**config.mk**
```make
export PLATFORM = sky130hd
export DESIGN_NAME = instr_fetch_flat
export DESIGN_NICKNAME = d
export VERILOG_FILES = /design/src/rtl/imem_if.sv /design/src/rtl/instr_fetch.sv /design/src/flat_wrapper.sv
export SDC_FILE = /design/constraint.sdc
export NUM_CORES = 1
export LEC_CHECK = 0
export CAP_MARGIN = 15
export CORE_UTILIZATION = 35
export CTS_CLUSTER_SIZE = 28
export DETAILED_ROUTE_END_ITERATION = 10
export PLACE_DENSITY = 0.74
export SYNTH_ARGS = -nofsm -noshare
export SYNTH_HDL_FRONTEND = slang
export SYNTH_SLANG_ARGS = --single-unit
```
**constraint.sdc**
```tcl
create_clock -name clk -period 5.8 [get_ports clk]
set_input_delay 1.16 -clock clk [delete_from_list [all_inputs] [get_ports clk]]
set_output_delay 1.16 -clock clk [all_outputs]
set_load 0.05 [all_outputs]
```
**src/rtl/imem_if.sv**
```systemverilog
// Instruction-memory read port: one request/address out, one ack/data back.
interface imem_if;
   localparam int unsigned ADDR_W = 32;
   localparam int unsigned DATA_W = 32;

   logic              imem_req;
   logic [ADDR_W-1:0] imem_addr;
   logic              imem_ack;
   logic [DATA_W-1:0] imem_rdata;

   modport master (output imem_req, imem_addr, input imem_ack, imem_rdata);
   modport slave  (input imem_req, imem_addr, output imem_ack, imem_rdata);
endinterface

```
**src/rtl/instr_fetch.sv**
```systemverilog
// Instruction fetch stage: PC sequencing, memory request/timeout, instruction hold for decode.
// Optional feature macro: IFETCH_RETIRE_CNT_EN builds the retired-instruction counter.
module instr_fetch #(
   parameter logic [31:0] RESET_PC       = 32'h0000_0000,
   parameter int unsigned TIMEOUT_CYCLES = 255
) (
   input  logic        clk,
   input  logic        rst,
   imem_if.master      imem,
   output logic [31:0] instr,
   output logic        instr_valid,
   input  logic        instr_ready,
   output logic [5:0]  op,
   output logic [5:0]  funct,
   input  logic        branch,
   input  logic        zero,
   input  logic        jump,
   output logic [31:0] pc,
   output logic [31:0] pc_plus4,
   output logic        fetch_err,
   output logic [31:0] retired_cnt
);

   localparam int unsigned WAIT_W = (TIMEOUT_CYCLES < 2) ? 1 : $clog2(TIMEOUT_CYCLES);
   localparam int unsigned LAST_I = (TIMEOUT_CYCLES == 0) ? 0 : TIMEOUT_CYCLES - 1;
   localparam logic [WAIT_W-1:0] WAIT_LAST = WAIT_W'(LAST_I);

   typedef enum logic [1:0] {IDLE, REQ, HOLD, ERR} state_t;

   state_t            state_q, state_d;
   logic [WAIT_W-1:0] wait_q, wait_d;
   logic              fetch_err_d;
   logic              load_instr;
   logic              retire;
   logic              imem_req_q;
   logic [31:0]       br_off;
   logic [31:0]       next_pc;

   // Next-state, wait counter and event decode
   always_comb begin
      state_d     = state_q;
      wait_d      = wait_q;
      fetch_err_d = fetch_err;
      load_instr  = 1'b0;
      retire      = 1'b0;
      case (state_q)
         IDLE: begin
            state_d = REQ;
            wait_d  = '0;
         end
         REQ: begin
            if (imem.imem_ack) begin
               state_d    = HOLD;
               load_instr = 1'b1;
            end else if (wait_q == WAIT_LAST) begin
               state_d     = ERR;
               fetch_err_d = 1'b1;
            end else begin
               wait_d = wait_q + WAIT_W'(1);
            end
         end
         HOLD: begin
            if (instr_ready) begin
               state_d = REQ;
               wait_d  = '0;
               retire  = 1'b1;
            end
         end
         ERR:     state_d = ERR;
         default: state_d = IDLE;
      endcase
   end

   // Control feedback only matters on the retire cycle; jump outranks a taken branch
   always_comb begin
      br_off = {{14{instr[15]}}, instr[15:0], 2'b00};
      if (jump)
         next_pc = {pc_plus4[31:28], instr[25:0], 2'b00};
      else if (branch && zero)
         next_pc = pc_plus4 + br_off;
      else
         next_pc = pc_plus4;
   end

   always_ff @(posedge clk) begin
      if (rst) begin
         state_q     <= IDLE;
         wait_q      <= '0;
         pc          <= RESET_PC;
         pc_plus4    <= RESET_PC + 32'd4;
         instr       <= '0;
         instr_valid <= 1'b0;
         imem_req_q  <= 1'b0;
         fetch_err   <= 1'b0;
      end else begin
         state_q     <= state_d;
         wait_q      <= wait_d;
         fetch_err   <= fetch_err_d;
         instr_valid <= (state_d == HOLD);
         imem_req_q  <= (state_d == REQ);
         if (load_instr)
            instr <= imem.imem_rdata;
         if (retire) begin
            pc       <= next_pc;
            pc_plus4 <= next_pc + 32'd4;
         end
      end
   end

   assign imem.imem_req  = imem_req_q;
   assign imem.imem_addr = pc;
   assign op             = instr[31:26];
   assign funct          = instr[5:0];

`ifdef IFETCH_RETIRE_CNT_EN
   always_ff @(posedge clk) begin
      if (rst)
         retired_cnt <= '0;
      else if (retire)
         retired_cnt <= retired_cnt + 32'd1;
   end
`else
   assign retired_cnt = '0;
`endif

endmodule
```
**src/flat_wrapper.sv**
```systemverilog
// flat-port wrapper written by rule: the top's interface ports become plain ports
module instr_fetch_flat 
#(
   parameter logic [31:0] RESET_PC       = 32'h0000_0000,
   parameter int unsigned TIMEOUT_CYCLES = 255
)
  (clk, rst, instr, instr_valid, instr_ready, op, funct, branch, zero, jump, pc, pc_plus4, fetch_err, retired_cnt, imem_imem_req, imem_imem_addr, imem_imem_ack, imem_imem_rdata);
  imem_if imem_i ();
  input  logic clk;
  input  logic rst;
  output logic [31:0] instr;
  output logic instr_valid;
  input  logic instr_ready;
  output logic [5:0] op;
  output logic [5:0] funct;
  input  logic branch;
  input  logic zero;
  input  logic jump;
  output logic [31:0] pc;
  output logic [31:0] pc_plus4;
  output logic fetch_err;
  output logic [31:0] retired_cnt;
  output wire logic [$bits(imem_i.imem_req)-1:0] imem_imem_req;
  output wire logic [$bits(imem_i.imem_addr)-1:0] imem_imem_addr;
  input wire logic [$bits(imem_i.imem_ack)-1:0] imem_imem_ack;
  input wire logic [$bits(imem_i.imem_rdata)-1:0] imem_imem_rdata;
  assign imem_imem_req = imem_i.imem_req;
  assign imem_imem_addr = imem_i.imem_addr;
  assign imem_i.imem_ack = imem_imem_ack;
  assign imem_i.imem_rdata = imem_imem_rdata;
  instr_fetch #(.RESET_PC(RESET_PC), .TIMEOUT_CYCLES(TIMEOUT_CYCLES)) u_core (.clk(clk), .rst(rst), .imem(imem_i), .instr(instr), .instr_valid(instr_valid), .instr_ready(instr_ready), .op(op), .funct(funct), .branch(branch), .zero(zero), .jump(jump), .pc(pc), .pc_plus4(pc_plus4), .fetch_err(fetch_err), .retired_cnt(retired_cnt));
endmodule
```
======== After elaboration in Yosys (flattened, before gate mapping) ========
Cells that the tools add are included.
word-level totals
  register bits after elaboration ......... 109
  output and inout port bits .............. 175
  word-level logic and storage cells ...... 40
cells by class
  $add $sub $neg .......................... 3
  eq/ne operators ......................... 9
  mux-type cells .......................... 14
  bitwise gates (word level) .............. 1
  reductions and logical operators ........ 5
operator list
  operator                 count
  $mux W32                 2
  $add A32 B3 Y32 const B  1
  $add A32 B32 Y32         1
  $mux W8                  3
  $pmux W8 S3              1
  $add A8 B1 Y8 const B    1
  $eq A8 B8 Y1 const B     1
  $pmux W2 S4              1
  $eq A2 B2 Y1 const B     3
  $mux W2                  3
  $ne A2 B2 Y1 const B     3
  $eq A2 B1 Y1 const B     2
  $mux W1                  4
  $reduce_and A4 Y1        1
  $reduce_and A3 Y1        1
  $reduce_bool A3 Y1       1
  $logic_not A2 Y1         1
  $logic_and A1 B1 Y1      1
  $not A1 Y1               1

======== Longest topological paths before layout ========
Gate-level depths: netlist of the first run.
  word-level depth ........................ 5
  mapped depth ............................ 14

======== Worst setup path before layout of the first run ========
No wires, ideal clock.
  path kind ............................... register to register
  start ................................... register u_core.instr[0]
  end ..................................... register u_core.pc_plus4[25]
  setup time .............................. 0.091 ns
  arrival time ............................ 3.862 ns
  data required time ...................... 5.709 ns
  slack ................................... 1.847 ns
  stages on the path, launching flop included .. 14
  path buffers ............................ 0
  cells stage by stage .................... dfxtp_1 ha_1 inv_1 fa_1 nand2b_1 a211oi_2 o21ai_0 o21ai_0 xor2_1 a221oi_1 nor4_4 nand4_4 or3_1 a311oi_1
between the ends
  word-level cells in the longest chain between the ends .. 4
ends and longest elaborated chain
  what                    RTL line            text
  start, declared         instr_fetch.sv:10   output logic [31:0] instr,
  start signal, assigned  instr_fetch.sv:102  instr <= imem.imem_rdata;
  $add A32 B32 Y32        instr_fetch.sv:80   next_pc = pc_plus4 + br_off;
  $mux W32                instr_fetch.sv:79   else if (branch && zero)
  $mux W32 (*)            instr_fetch.sv:77   if (jump)
  $add A32 B3 Y32 (*)     instr_fetch.sv:105  pc_plus4 <= next_pc + 32'd4;
  end signal, assigned    instr_fetch.sv:90   pc_plus4 <= RESET_PC + 32'd4;
  end signal, assigned    instr_fetch.sv:105
  end, declared           instr_fetch.sv:19   output logic [31:0] pc_plus4,
Mark *: on every way between the ends. The rest lies on a longest branch, timed or not.
A chain may end at the register's enable or synchronous reset.

======== Final worst setup path of the first run ========
  start ................................... input branch
  end ..................................... register u_core.pc_plus4[24]
between the ends
  word-level cells in the longest chain between the ends .. 4
ends and longest elaborated chain
  what                   RTL line            text
  start, declared        flat_wrapper.sv:16  input logic branch;
  $logic_and A1 B1 Y1    instr_fetch.sv:79
  $mux W32               instr_fetch.sv:79
  $mux W32               instr_fetch.sv:77
  net u_core.next_pc[3]  instr_fetch.sv:37   logic [31:0] next_pc;
  $add A32 B3 Y32        instr_fetch.sv:105
The timed path passes the listed nets, and every way through them passes these cells.

==> results of run 1 <==
==> area by class of cell <==
cell class | instances | area [µm²]
Inverter | 17 | 63.8
Clock inverter | 4 | 30.0
Timing Repair Buffer | 184 | 1820
Sequential cell | 105 | 2100
Fill cell | 2121 | 11800
Multi-Input combinational cell | 776 | 4560
Tap cell | 275 | 344
Clock buffer | 10 | 229
==> cell families after synthesis <==
kind of cell / Yosys count / synth area share, %
compound gates: 262 / 22.5
simple gates: 407 / 26.5
flops: 105 / 28.1
mux: 10 / 1.36
other cells: 1 / 0.0502
buf+inv: 151 / 12.8
xor+xnor: 26 / 3.05
fa+ha+maj: 33 / 5.63
==> final timing paths <==
check	startpoint	to	slack (ns)	depth (start not counted)
setup / recovery	branch	u_core.pc_plus4[24]	0.94	11
hold / removal	u_core.imem.imem_addr[2]	u_core.imem.imem_addr[2]	0.47	2
setup reg to reg	u_core.instr[0]	u_core.pc_plus4[25]	1.59	13
hold reg to reg	u_core.imem.imem_addr[2]	u_core.imem.imem_addr[2]	0.47	2
==> registers in the layout (all words and copies together), names as in the netlist <==
| signal | flops |
|---|---|
| u_core.instr_valid | 1 |
| u_core.fetch_err | 1 |
| u_core.pc_plus4 | 30 |
| u_core.imem.imem_addr | 30 |
| u_core.state_q | 2 |
| u_core.wait_q | 8 |
| u_core.imem.imem_req | 1 |
| u_core.instr | 32 |
==> power by group <==
group / internal, mW / switching [mW] / total (mW) / leakage, nW
Sequential: 0.743 / 0.0312 / 0.775 / 0.851
Clock: 0.290 / 0.289 / 0.579 / 0.125
Combinational: 0.128 / 0.297 / 0.424 / 2.51
==> per-layer routing <==
layer / global-route usage, % / up-vias / wire length [µm]
met3: 3.10 / 33 / 1600
met1: 28.7 / 3417 / 10500
met4: 7.58 / 0 / 526
li1: - / 3628 / -
met2: 30.7 / 294 / 9660
met5: 0 / - / 0
==> through the flow <==
stage                     worst slack, ns  cell area (µm²)  utilization (%)
after floorplan                      1.85             7610                -
after global placement              0.943             8880             42.4
after detailed placement            0.640             8880             42.4
after CTS                            1.00             9140             43.6
after global routing                0.636             9140             43.6
final                               0.936             9140             43.6
==> critical path, delay by kind of cell <==
kind	cells	cell delay, ns
AOI/OAI and AO/OA	3	0.85
buffers and inverters	1	0.50
adders and majority gates	1	0.27
and+or+nand+nor	6	2.33
==> placed cells by master, fill, tap and decap left out, drive strengths merged, types with 13 or more instances in the layout <==
| master | netlist | final |
|---|---|---|
| inv | 16 | 18 |
| clkdlybuf4s50 | 0 | 174 |
| nand2 | 158 | 158 |
| nand3 | 38 | 38 |
| xor2 | 15 | 15 |
| ha | 32 | 32 |
| nor3 | 23 | 23 |
| a211oi | 24 | 24 |
| a21oi | 101 | 101 |
| a21o | 16 | 16 |
| or3 | 13 | 13 |
| o21ai | 44 | 44 |
| nor2 | 89 | 89 |
| conb | 1 | 38 |
| dfxtp | 105 | 105 |
| and3 | 23 | 23 |
==> results by group, run 1 <==
Logic synthesis
  – Most frequent cell after synthesis: nand2_1
  – Mapped Cells: between 900 and 1000
  – Post-synthesis area per instance: about 7.5 µm²
  – Share of Yosys cell area claimed by the top area cell type: between 20 and 30%
  – Top post-synthesis cells by area: dfxtp_1 (28%), buf_4 (8.0%), nand2_1 (7.9%)
  – Synthesized cell area: ~7500 µm²
  – Flops & latches, synth: 105
  – Ys async rst share: 0%
  – Top cells by count, synth: nand2_1 (158), dfxtp_1 (105), a21oi_1 (101)
  – Post-synth top area cell: dfxtp_1
  – Register area share after synthesis: approximately 28%
  – Yosys Warn Count: 0
  – Post-synth cell types: 82
  – Top_reg_cell synth: dfxtp_1
  – EDFF count, synth: 0

Timing
  – Setup tns final: 0 ns
  – Relative slew slack: about 37%
  – Hold Slack: about 0.47 ns
  – Endpoints failing setup: 0
  – Clock Skew: roughly 0.0065 ns
  – Period utilisation layout: 83.9%
  – RSZ-0062 raised after global routing: false
  – Worst slew pin tran: ~0.94 ns
  – Max-slew violation count: 0
  – Fmax: between 0.2 and 0.25 GHz
  – Min Tclk post-route: just under 5 ns
  – Final Hold Viols: 0

CTS
  – Clock sinks: 105
  – Hold buffers post-CTS: 0
  – Clk Latency, worst-skew pair: about 0.35 ns
  – CTS clock-pin slew for the worst setup and hold paths: 0.07 ns
  – Post-CTS setup buffer count: 0
  – CTS tree: done
  – CTS buffer count: 9
  – Clock Path Buffers: 2
  – CTS resizes: 0
  – Htree depth: 3
  – Root buffer cell: clkbuf_16

Setup path
  – CP startpoint kind: input pin
  – Critical path class: in -> reg
  – Largest stage delay, worst path: around 0.66 ns
  – Most frequent CP cell: o21ai_0
  – CP Capture Type: register
  – Crit-path max FO: 20
  – CP cell instances: clkdlybuf4s50_1, and2_1, o21ai_0, o21ai_0, ha_1, nand2_1, or4_4, nor4_4, nand4_2, or3_1, a311oi_1
  – Worst path slowest cell: and2_1
  – CP Data Required Time: just over 6 ns
  – Crit path DAT: between 5 and 6 ns

Routing
  – DRC viols: 0
  – Antenna viol nets, final: 0
  – Via density: between 5 and 6
  – WL final: 22.3 mm
  – Wire per inst: about 16 µm
  – DR iter-0 viols: ~590
  – Vias post-DR: about 7400
  – DR pass1 iterations: 6

Run
  – Max-Cap Viols: 0

Power and ir drop
  – Maximum vdd drop: between 0.1 and 0.15 mV
  – P_leak: around 3.5 nW
  – Final Power: around 1.8 mW
  – Power density over cell area: roughly 200 nW/µm²

Floorplanning
  – Core Rows: 53
  – Die W: roughly 150 µm
  – Die Height: roughly 150 µm
  – Core area: approximately 21000 µm²
  – Die Area: approximately 22000 µm²
  – Initial core utilization: 35.6%
  – # IOs: between 200 and 250

Outcome
  – Status: finished, final reports clean

Global route
  – Antenna violations before repair: 0
  – Number of global-route vias before repair: roughly 6700
  – Gr ovfl total: 0
  – Overall global routing resource usage: 20.2%
  – Largest net degree at the start of global routing: 64
  – First-pass GRT wire length: approximately 35 mm

Finish
  – Share of layout cells above drive strength 1: under 10%
  – Final non-filler cell total: around 1400
  – Total inserted antenna cells: 0
  – Syn-to-layout area delta: 22.4%
  – Layout Nets: 1165

Placed design
  – Detail Placement HPWL: approximately 17 mm
  – Count of input and output buffers: roughly 180
  – Gpl congestion: roughly 0.9
  – Dpl cells: ~1400

Worst hold path
  – Worst hold path type: reg -> reg
Power figures use the tool's default switching activity.
==> inputs of run 2 (changes only) <==
--- a/config.mk
+++ b/config.mk
@@ -9,7 +9,7 @@
 export CORE_UTILIZATION = 35
 export CTS_CLUSTER_SIZE = 28
 export DETAILED_ROUTE_END_ITERATION = 10
-export PLACE_DENSITY = 0.74
+export PLACE_DENSITY = 0.76
 export SYNTH_ARGS = -nofsm -noshare
 export SYNTH_HDL_FRONTEND = slang
 export SYNTH_SLANG_ARGS = --single-unit
==> constraint.sdc (replaced) <==
create_clock -name clk -period 4.4 [get_ports clk]
set_input_delay 0.88 -clock clk [delete_from_list [all_inputs] [get_ports clk]]
set_output_delay 0.88 -clock clk [all_outputs]
set_load 0.05 [all_outputs]
==> run 2 against run 1 <==
Net effect:
- sequential power increased by 32%
- non-clock buffer count increased by 12
- cell count increased by 1.0%
- core utilization increased by 0.79 points
- sequential cell count unchanged
- die area unchanged
- first-iteration DRC count increased by 12%
- combinational power increased by 35%
- highest routed layer unchanged
==> results by group, run 2 (synthesized netlist as in run 1, its figures left out) <==
Floorplanning
  – Core Rows: 53 (unchanged)
  – Die Height: 148 µm (unchanged)
  – Core area: 21000 µm² (unchanged)
  – Die Area: 21900 µm² (unchanged)
  – # IOs: 214 (unchanged)
  – Die W: 148 µm (unchanged)
  – Initial core utilization: 35.6% (unchanged)

Routing
  – DR pass1 iterations: 6 (unchanged)
  – Antenna viol nets, final: 0 (unchanged)
  – DR iter-0 viols: 660 (+12%)
  – Vias post-DR: 7406 (+0.46%)
  – Via density: 5.35 (-0.55%)
  – Wire per inst: 16.4 µm (+0.81%)
  – DRC viols: 0 (unchanged)
  – WL final: 22.7 mm (+1.8%)

CTS
  – Clock sinks: 105 (unchanged)
  – CTS tree: done
  – CTS buffer count: 9 (unchanged)
  – Post-CTS setup buffer count: 0 (unchanged)
  – CTS clock-pin slew for the worst setup and hold paths: 0.08 ns (about the same)
  – Htree depth: 3 (unchanged)
  – Root buffer cell: clkbuf_16
  – Hold buffers post-CTS: 0 (unchanged)
  – Clock Path Buffers: 2 (unchanged)
  – Clk Latency, worst-skew pair: 0.36 ns (about the same)

Global route
  – Gr ovfl total: 0 (unchanged)
  – Number of global-route vias before repair: 6618 (-1.1%)
  – First-pass GRT wire length: 35.7 mm (+1.1%)
  – Largest net degree at the start of global routing: 77 (+20%)
  – Overall global routing resource usage: 20.5% (+0.34 points)
  – Antenna violations before repair: 0 (unchanged)

Timing
  – Final Hold Viols: 0 (unchanged)
  – Min Tclk post-route: just over 4 ns
  – RSZ-0062 raised after global routing: false
  – Endpoints failing setup: 0 (unchanged)
  – Max-slew violation count: 0 (unchanged)
  – Worst slew pin tran: 0.824 ns (-0.113 ns)
  – Relative slew slack: 45.0% (+7.6 points)
  – Setup tns final: 0 ns (unchanged)
  – Clock Skew: 0.00753 ns (+0.000982 ns)
  – Period utilisation layout: 92.7%
  – Fmax: ~0.25 GHz

Finish
  – Commonest non-fill, non-tap cell in the layout: clkdlybuf4s50_1
  – Reg area: 2100 µm² (unchanged)
  – Largest register by flop count: u_core.instr
  – Share of layout cells above drive strength 1: 6.22% (+1.2 points)
  – Max reg flops: 32 (unchanged)
  – # fillers: 2118 (-0.14%)
  – Multi-input gate area: 4570 µm² (+0.16%)
  – Total inserted antenna cells: 0 (unchanged)
  – Layout Nets: 1177 (+1.0%)
  – Syn-to-layout area delta: 24.7%
  – Final Instance Area: 9310 µm² (+1.8%)
  – Highest-count cells in the layout ignoring fill and taps: clkdlybuf4s50_1 (174), nand2_1 (158), dfxtp_1 (105), a21oi_1 (101), nor2_1 (87)

Worst hold path
  – WHS Path Cells: 2 (unchanged)
  – Worst hold path type: reg -> reg

Setup path
  – Worst path slowest cell: or4_4
  – CP startpoint kind: input pin
  – CP cell instances: clkdlybuf4s50_1, and2_1, o21ai_0, o21ai_0, ha_1, nand2_1, or4_4, nor4_4, nand4_2, or3_1, a311oi_1
  – Most frequent CP cell: o21ai_0
  – Worst Reg2Reg Path Length in Cells: 13 (unchanged)
  – Critical path class: in -> reg
  – CP Data Required Time: 4.67 ns (-1.39 ns)
  – Largest stage delay, worst path: 0.54 ns (-0.12 ns)
  – Crit path DAT: 4.35 ns (-0.77 ns)
  – Crit-path max FO: 9 (-55%)
  – CP Capture Type: register

Power and ir drop
  – Maximum vdd drop: 0.176 mV (+44%)
  – P_leak: 3.57 nW (+2.6%)
  – Power density over cell area: 268 nW/µm² (+38%)

Placed design
  – Detail Placement HPWL: 16.9 mm (+1.8%)
  – Gpl congestion: 0.891 (-0.62%)
  – Count of input and output buffers: 175 (unchanged)
  – Post-DP Area: 8970 µm² (+1.0%)

Outcome
  – Status: finished, final reports clean

Run
  – Max-Cap Viols: 0 (unchanged)
==> run 2: cell type report <==
| type | count | area share (%) |
|---|---|---|
| inverters | 17 | 0.685 |
| repair buffers | 196 | 20.5 |
| clock buffers | 10 | 2.46 |
| clock inverters | 6 | 1.06 |
| multi-input cells | 776 | 49.0 |
| flip-flops and latches | 105 | 22.6 |
| well taps | 275 | 3.70 |
==> run 2: worst max-delay path: cells and delay by family <==
family	cells	cell delay, ns
adders and majority gates	1	0.28
buffers and inverters	1	0.50
AOI/OAI and AO/OA	3	0.77
and+or+nand+nor	6	1.91
==> run 2: power breakdown <==
part           internal (mW)  switching [mW]  leakage (nW)
sequential             0.980          0.0378         0.851
combinational          0.174           0.398          2.56
clock                  0.510           0.393         0.157
total                   1.66           0.829          3.57
==> run 2: final timing paths <==
path / startpoint / slack (ns) / end
setup reg to reg: u_core.instr[0] / 0.34 / u_core.pc_plus4[24]
setup / recovery: branch / 0.32 / u_core.pc_plus4[24]
hold reg to reg: u_core.instr[31] / 0.47 / u_core.instr[31]
hold / removal: u_core.instr[31] / 0.47 / u_core.instr[31]
==> run 2: what timing repair did <==
action | CTS | global route
setup endpoints to repair | 0 | 1
resized for setup | 0 | 1
hold endpoints to repair | 0 | 0
==> run 2: per-stage QoR <==
stage / power (mW) / utilization (%) / std cells / setup WS [ns] / hold slack [ns]
after floorplan: 1.47 / - / 1032 / 0.447 / 0.472
after global placement: 1.60 / 42.8 / 1369 / 0.246 / 0.457
after detailed placement: 1.61 / 42.8 / 1369 / 0.0195 / 0.464
after CTS: 2.51 / 44.4 / 1385 / 0.288 / 0.474
after global routing: 2.59 / 44.4 / 1385 / 0.0741 / 0.490
final: 2.49 / 44.4 / 1385 / 0.323 / 0.468
==> run 2: per-layer routing <==
metal | GRT usage (%) | part of all wire, %
met4 | 7.47 | 2.7
met2 | 32.1 | 44
met1 | 29.0 | 48
met3 | 2.27 | 5.6
met5 | 0 | 0
